**src/rtl/led_trail_fader_pkg.sv**
```systemverilog
// Shared constants for the LED trail fader: pin polarity and the board and
// simulation defaults for channel count, PWM width and decay rate.
package led_pkg;

  localparam int DEF_N_LEDS = 6;

  // The board pins sink current, so a driven 0 lights the LED.
  localparam logic LED_ON  = 1'b0;
  localparam logic LED_OFF = 1'b1;

  localparam int PWM_BITS_BOARD    = 8;
  localparam int DECAY_DIV_BOARD   = 1000000;
  localparam int DECAY_SHIFT_BOARD = 3;

  localparam int PWM_BITS_SIM      = 8;
  localparam int DECAY_DIV_SIM     = 4;
  localparam int DECAY_SHIFT_SIM   = 3;

  // The prescaler needs at least one bit even when it never counts.
  function automatic int pre_width(input int div);
    return (div > 1) ? $clog2(div) : 1;
  endfunction

endpackage

```
**src/rtl/led_trail_fader_if.sv**
```systemverilog
// Runner-to-pin connection of the trail fader: active-low pattern in,
// active-low pin drive out.
interface led_trail_fader_if
  import led_pkg::*;
#(
  parameter int N_LEDS = DEF_N_LEDS
);

  logic [N_LEDS-1:0] pattern_n;
  logic [N_LEDS-1:0] leds_n;

  modport master (output pattern_n, input leds_n);
  modport slave  (input pattern_n, output leds_n);

endinterface

```
**src/rtl/led_trail_fader_channel.sv**
```systemverilog
// One fading LED channel: brightness register with geometric decay and a
// registered PWM comparator driving one active-low pin.
module led_fade_channel
  import led_pkg::*;
#(
  parameter int PWM_BITS    = PWM_BITS_BOARD,
  parameter int DECAY_SHIFT = DECAY_SHIFT_BOARD
) (
  input  logic                clk,
  input  logic                reset,
  input  logic                lit,
  input  logic                tick,
  input  logic [PWM_BITS-1:0] pwm,
  output logic                led_n
);

  localparam logic [PWM_BITS-1:0] MAX = '1;

  logic [PWM_BITS-1:0] b;
  logic [PWM_BITS-1:0] b_next;
  logic [PWM_BITS-1:0] step;

  // The step is at most b/2 + 1 <= b for b != 0, so the subtraction cannot wrap.
  always_comb begin
    // NOTE: defaults first so every path assigns b_next and no latch is inferred.
    step   = (b >> DECAY_SHIFT) + PWM_BITS'(1);
    b_next = b;
    if (lit) begin
      b_next = MAX;
    end else if (tick && (b != '0)) begin
      b_next = b - step;
    end
  end

  always_ff @(posedge clk or negedge reset) begin
    if (!reset) begin
      b     <= '0;
      led_n <= LED_OFF;
    end else begin
      // NOTE: non-blocking so the comparator sees the pre-edge brightness.
      b     <= b_next;
      led_n <= ((b == MAX) || (b > pwm)) ? LED_ON : LED_OFF;
    end
  end

endmodule

```
**src/rtl/led_trail_fader.sv**
```systemverilog
// Output stage between the six-LED runner and the pins: registers the runner
// pattern and fans it out to per-LED fading PWM channels.
module led_trail_fader
  import led_pkg::*;
#(
  parameter int N_LEDS      = DEF_N_LEDS,
  parameter int PWM_BITS    = PWM_BITS_BOARD,
  parameter int DECAY_DIV   = DECAY_DIV_BOARD,
  parameter int DECAY_SHIFT = DECAY_SHIFT_BOARD
) (
  input  logic              clk,
  input  logic              reset,
  led_trail_fader_if.slave  bus
);

  localparam int                PRE_W    = pre_width(DECAY_DIV);
  localparam logic [PRE_W-1:0]  PRE_LAST = PRE_W'(DECAY_DIV - 1);

  logic [N_LEDS-1:0]   pat_q;
  logic [PRE_W-1:0]    pre;
  logic [PWM_BITS-1:0] pwm;
  logic                tick;
  wire  [N_LEDS-1:0]   leds_w;

  assign tick = (pre == PRE_LAST);

  // Prescaler and PWM counter free-run; they never stall on pattern activity.
  always_ff @(posedge clk or negedge reset) begin
    if (!reset) begin
      pat_q <= '1;
      pre   <= '0;
      pwm   <= '0;
    end else begin
      pat_q <= bus.pattern_n;
      pre   <= tick ? '0 : pre + PRE_W'(1);
      pwm   <= pwm + PWM_BITS'(1);
    end
  end

  for (genvar i = 0; i < N_LEDS; i++) begin : g_ch
    led_fade_channel #(
      .PWM_BITS    (PWM_BITS),
      .DECAY_SHIFT (DECAY_SHIFT)
    ) u_ch (
      .clk   (clk),
      .reset (reset),
      .lit   (pat_q[i] == LED_ON),
      .tick  (tick),
      .pwm   (pwm),
      .led_n (leds_w[i])
    );
  end

  assign bus.leds_n = leds_w;

endmodule
```
**src/flat_wrapper.sv**
```systemverilog
// flat-port wrapper written by rule: the top's interface ports become plain ports
module led_trail_fader_flat import led_pkg::*;
#(
  parameter int N_LEDS      = DEF_N_LEDS,
  parameter int PWM_BITS    = PWM_BITS_BOARD,
  parameter int DECAY_DIV   = DECAY_DIV_BOARD,
  parameter int DECAY_SHIFT = DECAY_SHIFT_BOARD
)
  (clk, reset, bus_pattern_n, bus_leds_n);
  led_trail_fader_if #(.N_LEDS(N_LEDS)) bus_i ();
  input  logic clk;
  input  logic reset;
  input wire logic [$bits(bus_i.pattern_n)-1:0] bus_pattern_n;
  output wire logic [$bits(bus_i.leds_n)-1:0] bus_leds_n;
  assign bus_i.pattern_n = bus_pattern_n;
  assign bus_leds_n = bus_i.leds_n;
  led_trail_fader #(.N_LEDS(N_LEDS), .PWM_BITS(PWM_BITS), .DECAY_DIV(DECAY_DIV), .DECAY_SHIFT(DECAY_SHIFT)) u_core (.clk(clk), .reset(reset), .bus(bus_i));
endmodule
```
**config.mk**
```make
export PLATFORM = sky130hd
export DESIGN_NAME = led_trail_fader_flat
export DESIGN_NICKNAME = d
export VERILOG_FILES = /design/src/rtl/led_trail_fader_pkg.sv /design/src/rtl/led_trail_fader_if.sv /design/src/rtl/led_trail_fader_channel.sv /design/src/rtl/led_trail_fader.sv /design/src/flat_wrapper.sv
export SDC_FILE = /design/constraint.sdc
export NUM_CORES = 1
export LEC_CHECK = 0
export CAP_MARGIN = 40
export CORE_UTILIZATION = 63
export CTS_CLUSTER_DIAMETER = 50
export CTS_CLUSTER_SIZE = 40
export DETAILED_ROUTE_END_ITERATION = 7
export GPL_TIMING_DRIVEN = 0
export PLACE_DENSITY_LB_ADDON = 0.25
export SYNTH_ARGS = -nofsm -noshare
export SYNTH_HDL_FRONTEND = slang
export SYNTH_SLANG_ARGS = --single-unit
```
**constraint.sdc**
```tcl
create_clock -name clk -period 2.9 [get_ports clk]
set_clock_uncertainty 0.2 [all_clocks]
set_input_delay 0.87 -clock clk [delete_from_list [all_inputs] [get_ports clk]]
set_output_delay 0.87 -clock clk [all_outputs]
set_load 0.01 [all_outputs]
```
# Word level (Yosys, flattened, before mapping)
# Index checks and enable logic that the tools add are counted.
dict set report op_classes {
  addsub 14
  n_lt_le_gt_ge 6
  eq_ne 13
  n_mux 19
  reduce_logical 18
}
# operator n
set ops {}
lappend ops {{2-to-1 mux 8 bit} 12}
lappend ops {{== test 8 bit, second input constant} 6}
lappend ops {{greater-than comparator 8 bit} 6}
lappend ops {{nonzero test 8 bit} 6}
lappend ops {{subtractor 8 x 6 -> 8 bit} 6}
lappend ops {{adder 5 x 1 -> 6 bit, second input constant} 6}
lappend ops {{adder 20 x 1 -> 20 bit, second input constant} 1}
lappend ops {{== test 20 bit, second input constant} 1}
lappend ops {{2-to-1 mux 20 bit} 1}
lappend ops {{inequality test 2 bit, second input constant} 6}
lappend ops {{adder 8 x 1 -> 8 bit, second input constant} 1}
lappend ops {{logical AND 1 bit} 6}
lappend ops {{logical OR 1 bit} 6}
lappend ops {{2-to-1 mux 1 bit} 6}
dict set report word_totals {
  ff_bits 88
  inputBits 8
  out_inout_bits 6
  word_cells 85
}

# Logic depth before layout (Yosys ltp)
dict set report logic_depth {
  ltp_word 4
  depth_mapped 8
  ltp_nobuf 8
}

# Hierarchy
# Synthesis repeated with hierarchy kept, for this count alone.
dict set report unflattened {
  cells_unflattened 705
  hier_area_um2 6657.6
}
# mod instances cells_per_inst area_per_inst_um2 seq_area_each_um2
set by_module_without_submodules {}
lappend by_module_without_submodules {led_fade_channel 6 96 858.3 226.5}
lappend by_module_without_submodules {led_trail_fader 1 129 1507.7 858.3}

# Worst setup path after synthesis
# OpenSTA, ideal clock, no wires.
dict set report synth_path {
  kind {flip-flop to flip-flop}
  start {register u_core.pre[0]}
  end {register u_core.g_ch[0].u_ch.b[6]}
  setup_ns 0.128
  arrival_ns 1.977
  t_required_ns 2.572
  setup_slack_ns 0.595
  stages_incl_launch_ff 8
  n_path_buf 1
  period_less_slack_ns 2.305
  cell_sequence {dfrtp_1 ha_1 nand3_1 nand4bb_2 or3_1 buf_2 nor4_4 mux2_1}
}
dict set report synth_via {
  elab_chain_len 3
}
# element line
set synth_rtl {}
lappend synth_rtl {{from (decl)} led_trail_fader.sv:20} ;# logic [PRE_W-1:0] pre;
lappend synth_rtl {{from (signal assigned)} led_trail_fader.sv:35} ;# pre <= tick ? '0 : pre + PRE_W'(1);
lappend synth_rtl {{== test 20 bit} led_trail_fader.sv:25} ;# assign tick = (pre == PRE_LAST);
lappend synth_rtl {{logical AND 1 bit} led_trail_fader_channel.sv:30} ;# end else if (tick && (b != '0)) begin
lappend synth_rtl {{inequality test 2 bit (no source line)} n/a}
lappend synth_rtl {{to (signal assigned)} led_trail_fader_channel.sv:41} ;# b <= b_next;
lappend synth_rtl {{to (decl)} led_trail_fader_channel.sv:19} ;# logic [PWM_BITS-1:0] b;
# No other way between the ends.
# A chain may end at the register's enable or synchronous reset.

# Final worst setup path
# Same ends and word-level chain as after synthesis.

==> impl_results.md <==
* Root Buffer: clkbuf_8
* Hold_buf cts at 0
* Area contributors post-synth: dfrtp_1 31%, ha_1 16%, dfstp_2 5.1%
* Slew @ Worst Pin at 0.767 ns
* Hold Fails Final Rpt at 0
* Tcrit/Tclk final at 93.7%
* Final setup vio count at 0
* Wire length per cell at approximately 17 µm
* Post-synth EDFFs at 0
* Largest net degree at the start of global routing at 58
* Layout Cells excl Fill at 796
* Peak VDD IR at between 0.2 and 0.25 mV
* Most frequent cells in the layout: 80 x ha_1, 76 x dfrtp_1, 66 x nand2_1
* Crit path DAT at ~2.8 ns
* CTS tree: done
* H-tree levels at 3
* CTS Buf Count at 9
* Setup TNS at 0 ns
* Vias/cell at 6.27
* Initial Util at 65.9%
* Vias in the first global route at 5015
* Proportion of layout cells with a drive suffix above 1 at under 10%
* Pwr per Cell Area at 311 nW/µm²
* Max-cap check violation count at 0
* Unrepaired setup endpoints after global routing: no
* Iteration-0 DRC Markers at about 220
* DRC at 0
* Max Clock Freq at around 370 MHz
* Global-route wire length before repair at 23.2 mm
* Layout Nets at 756
* Routed wire length at 13.6 mm
* Vias post-DR at between 4000 and 5000
* PostCTS Resize Cnt at 0
* Finished Cell Area at 6630 µm²
* Postcts setup bufs at 0
* Area leader, netlist: dfrtp_1
* Grt ovf at 0
* Post-synth top area share at between 30% and 40%
* Flip-flop and latch count after synthesis at 88
* Synth Warn # at 0
* Distinct cells, synth at 48
* Post-Synthesis Cell Area at 6150 µm²
* Antenna Nets Post-Route at 0
* Later-pin clock latency in the skew report at 0.36 ns
* Die Wd at between 100 and 150 µm
* Gate Count Post-Synth at between 600 and 700
* DRT Pass-1 Iters at 5
* Minimum clock period at 2.72 ns
* Final RePlAce weighted congestion at about 0.86
* Mean Syn Cell Area at a little under 10 µm²
* Critical path class: flip-flop to flip-flop
* Post-Place Worst Slack at about 0.24 ns
* ANT cells at 0
* Commonest non-fill, non-tap cell in the layout: ha_1
* Clock slew at reported path FFs at 0.09 ns
* FP Rows at 35
* Sink Count at 88
* Syn_nets at 731
* Critical path capture point type: flip-flop
* Total track usage at between 20% and 30%
* Final WS setup at between 0.15 and 0.2 ns
* Core area at 9330 µm²
* Status: finished, final reports clean
* Placed Area at 6460 µm²
* I/O pin count at 14
* FILL cells at 696
* Seq/Total Area, Yosys at 36.1%
* Total die area at about 10000 µm²
* Placed Instances at 780
* Synth Flop Type: dfrtp_1
* Critical Path Source Type: flip-flop
* Data required, critical path at ~2.9 ns
* Max Slew Vio Count at 0
* Relative slew slack at between 40% and 50%
* Min-Delay Path Class: primary input to async pin
* Area delta synth->final at 7.86%
* Die Ht at 101 µm
* Worst-path maximum fanout at 8
* HPWL after DPL at 9.94 mm
* Initial antenna violation count at 0
* Asr flop ratio synth at 100%
* Clock Tree Buf Depth at 2
* Pleak at approximately 3.1 nW
* Port Buffer Count at 13
[cell usage after synthesis, types with 4 or more instances]
cell and number:
o211ai_1 22, xor2_1 16, nand2_1 66, nand4_1 31, o21a_1 7, xnor2_1 21
clkbuf_1 5, nor4_1 10, or2_2 6, fa_1 6, mux2_1 7, or3_1 7
and4_1 6, nor2b_1 9, a21oi_1 40, a21o_1 5, nor3_1 9, and3_1 7
buf_4 6, a31oi_1 6, ha_1 80, nand3_1 32, buf_2 5, o21ai_0 19
nor2_1 16, or4_1 8, o22ai_1 6, nor4b_4 5, dfrtp_1 76, buf_1 4
dfstp_2 12, mux2i_1 12, inv_1 51
[logic make-up after synthesis]
family | Yosys count | synth area share [%]
simple gates | 220 | 20.8
compound gates | 115 | 11.4
flops | 88 | 36.1
fa+ha+maj | 86 | 18.2
buf+inv | 72 | 4.97
xor+xnor | 37 | 5.27
mux | 19 | 3.24
[metrics by stage]
step,hold WS (ns),power [mW],utilization [%]
finish,0.236,2.06,71.1
global route,0.262,2.12,71.1
CTS,0.257,2.07,71.1
detailed placement,0.278,1.31,69.3
global placement,0.260,1.31,69.0
floorplan,0.245,1.27,-
[path summary, 6_finish.rpt]
kind | from | end | slack (ns) | depth (start not counted)
worst max-delay path | u_core.pre[0]$_DFF_PN0_ | u_core.g_ch[0].u_ch.b[6]$_DFFE_PN0P_ | 0.18 | 7
worst min-delay path | reset | u_core.g_ch[1].u_ch.b[1]$_DFFE_PN0P_ | 0.24 | 1
worst max register to register | u_core.pre[0]$_DFF_PN0_ | u_core.g_ch[0].u_ch.b[6]$_DFFE_PN0P_ | 0.18 | 7
worst min register to register | u_core.pre[0]$_DFF_PN0_ | u_core.pre[0]$_DFF_PN0_ | 0.29 | 1
max in group asynchronous | reset | u_core.pat_q[5]$_DFF_PN1_ | 1.58 | 2
min in group clk | u_core.pre[0]$_DFF_PN0_ | u_core.pre[0]$_DFF_PN0_ | 0.29 | 1
[cell type report]
class                   count  area, µm²  share of cell area [%]
flip-flops and latches     88       2220                    33.4
multi-input cells         477       3620                    54.7
plain buffers              21        114                    1.72
inverters                  51        191                    2.89
repair buffers             14        155                    2.34
clock inverters             3       17.5                   0.264
well taps                 129        161                    2.43
clock buffers              13        149                    2.25
[worst max-delay path, cell delays in order (launching register included)]
cell and delay [ns]:
dfrtp_1 0.39, ha_1 0.22, nand3_1 0.12, nand4bb_2 0.45, or3_1 0.45, buf_2 0.20, nor4_4 0.23, mux2_1 0.34
[sequential cells by signal (all words and copies together) (netlist names)]
register and cells:
u_core.pwm 8, u_core.pre 20, u_core.g_ch.u_ch.b 48, u_core.g_ch.u_ch.led_n 6
u_core.pat_q 6
[power by group]
| part | switching, mW | internal, mW | total [mW] |
|---|---|---|---|
| combinational | 0.0372 | 0.0161 | 0.0533 |
| sequential | 0.000860 | 1.23 | 1.23 |
| clock | 0.439 | 0.334 | 0.773 |
| total | 0.477 | 1.58 | 2.06 |
[per-layer routing]
layer,GRT usage [%],routed length (µm)
met1,35.3,5920
met2,51.4,6880
met3,4.65,428
met4,12.4,349
met5,0,0
No activity file was read; power rests on OpenSTA's default activity.
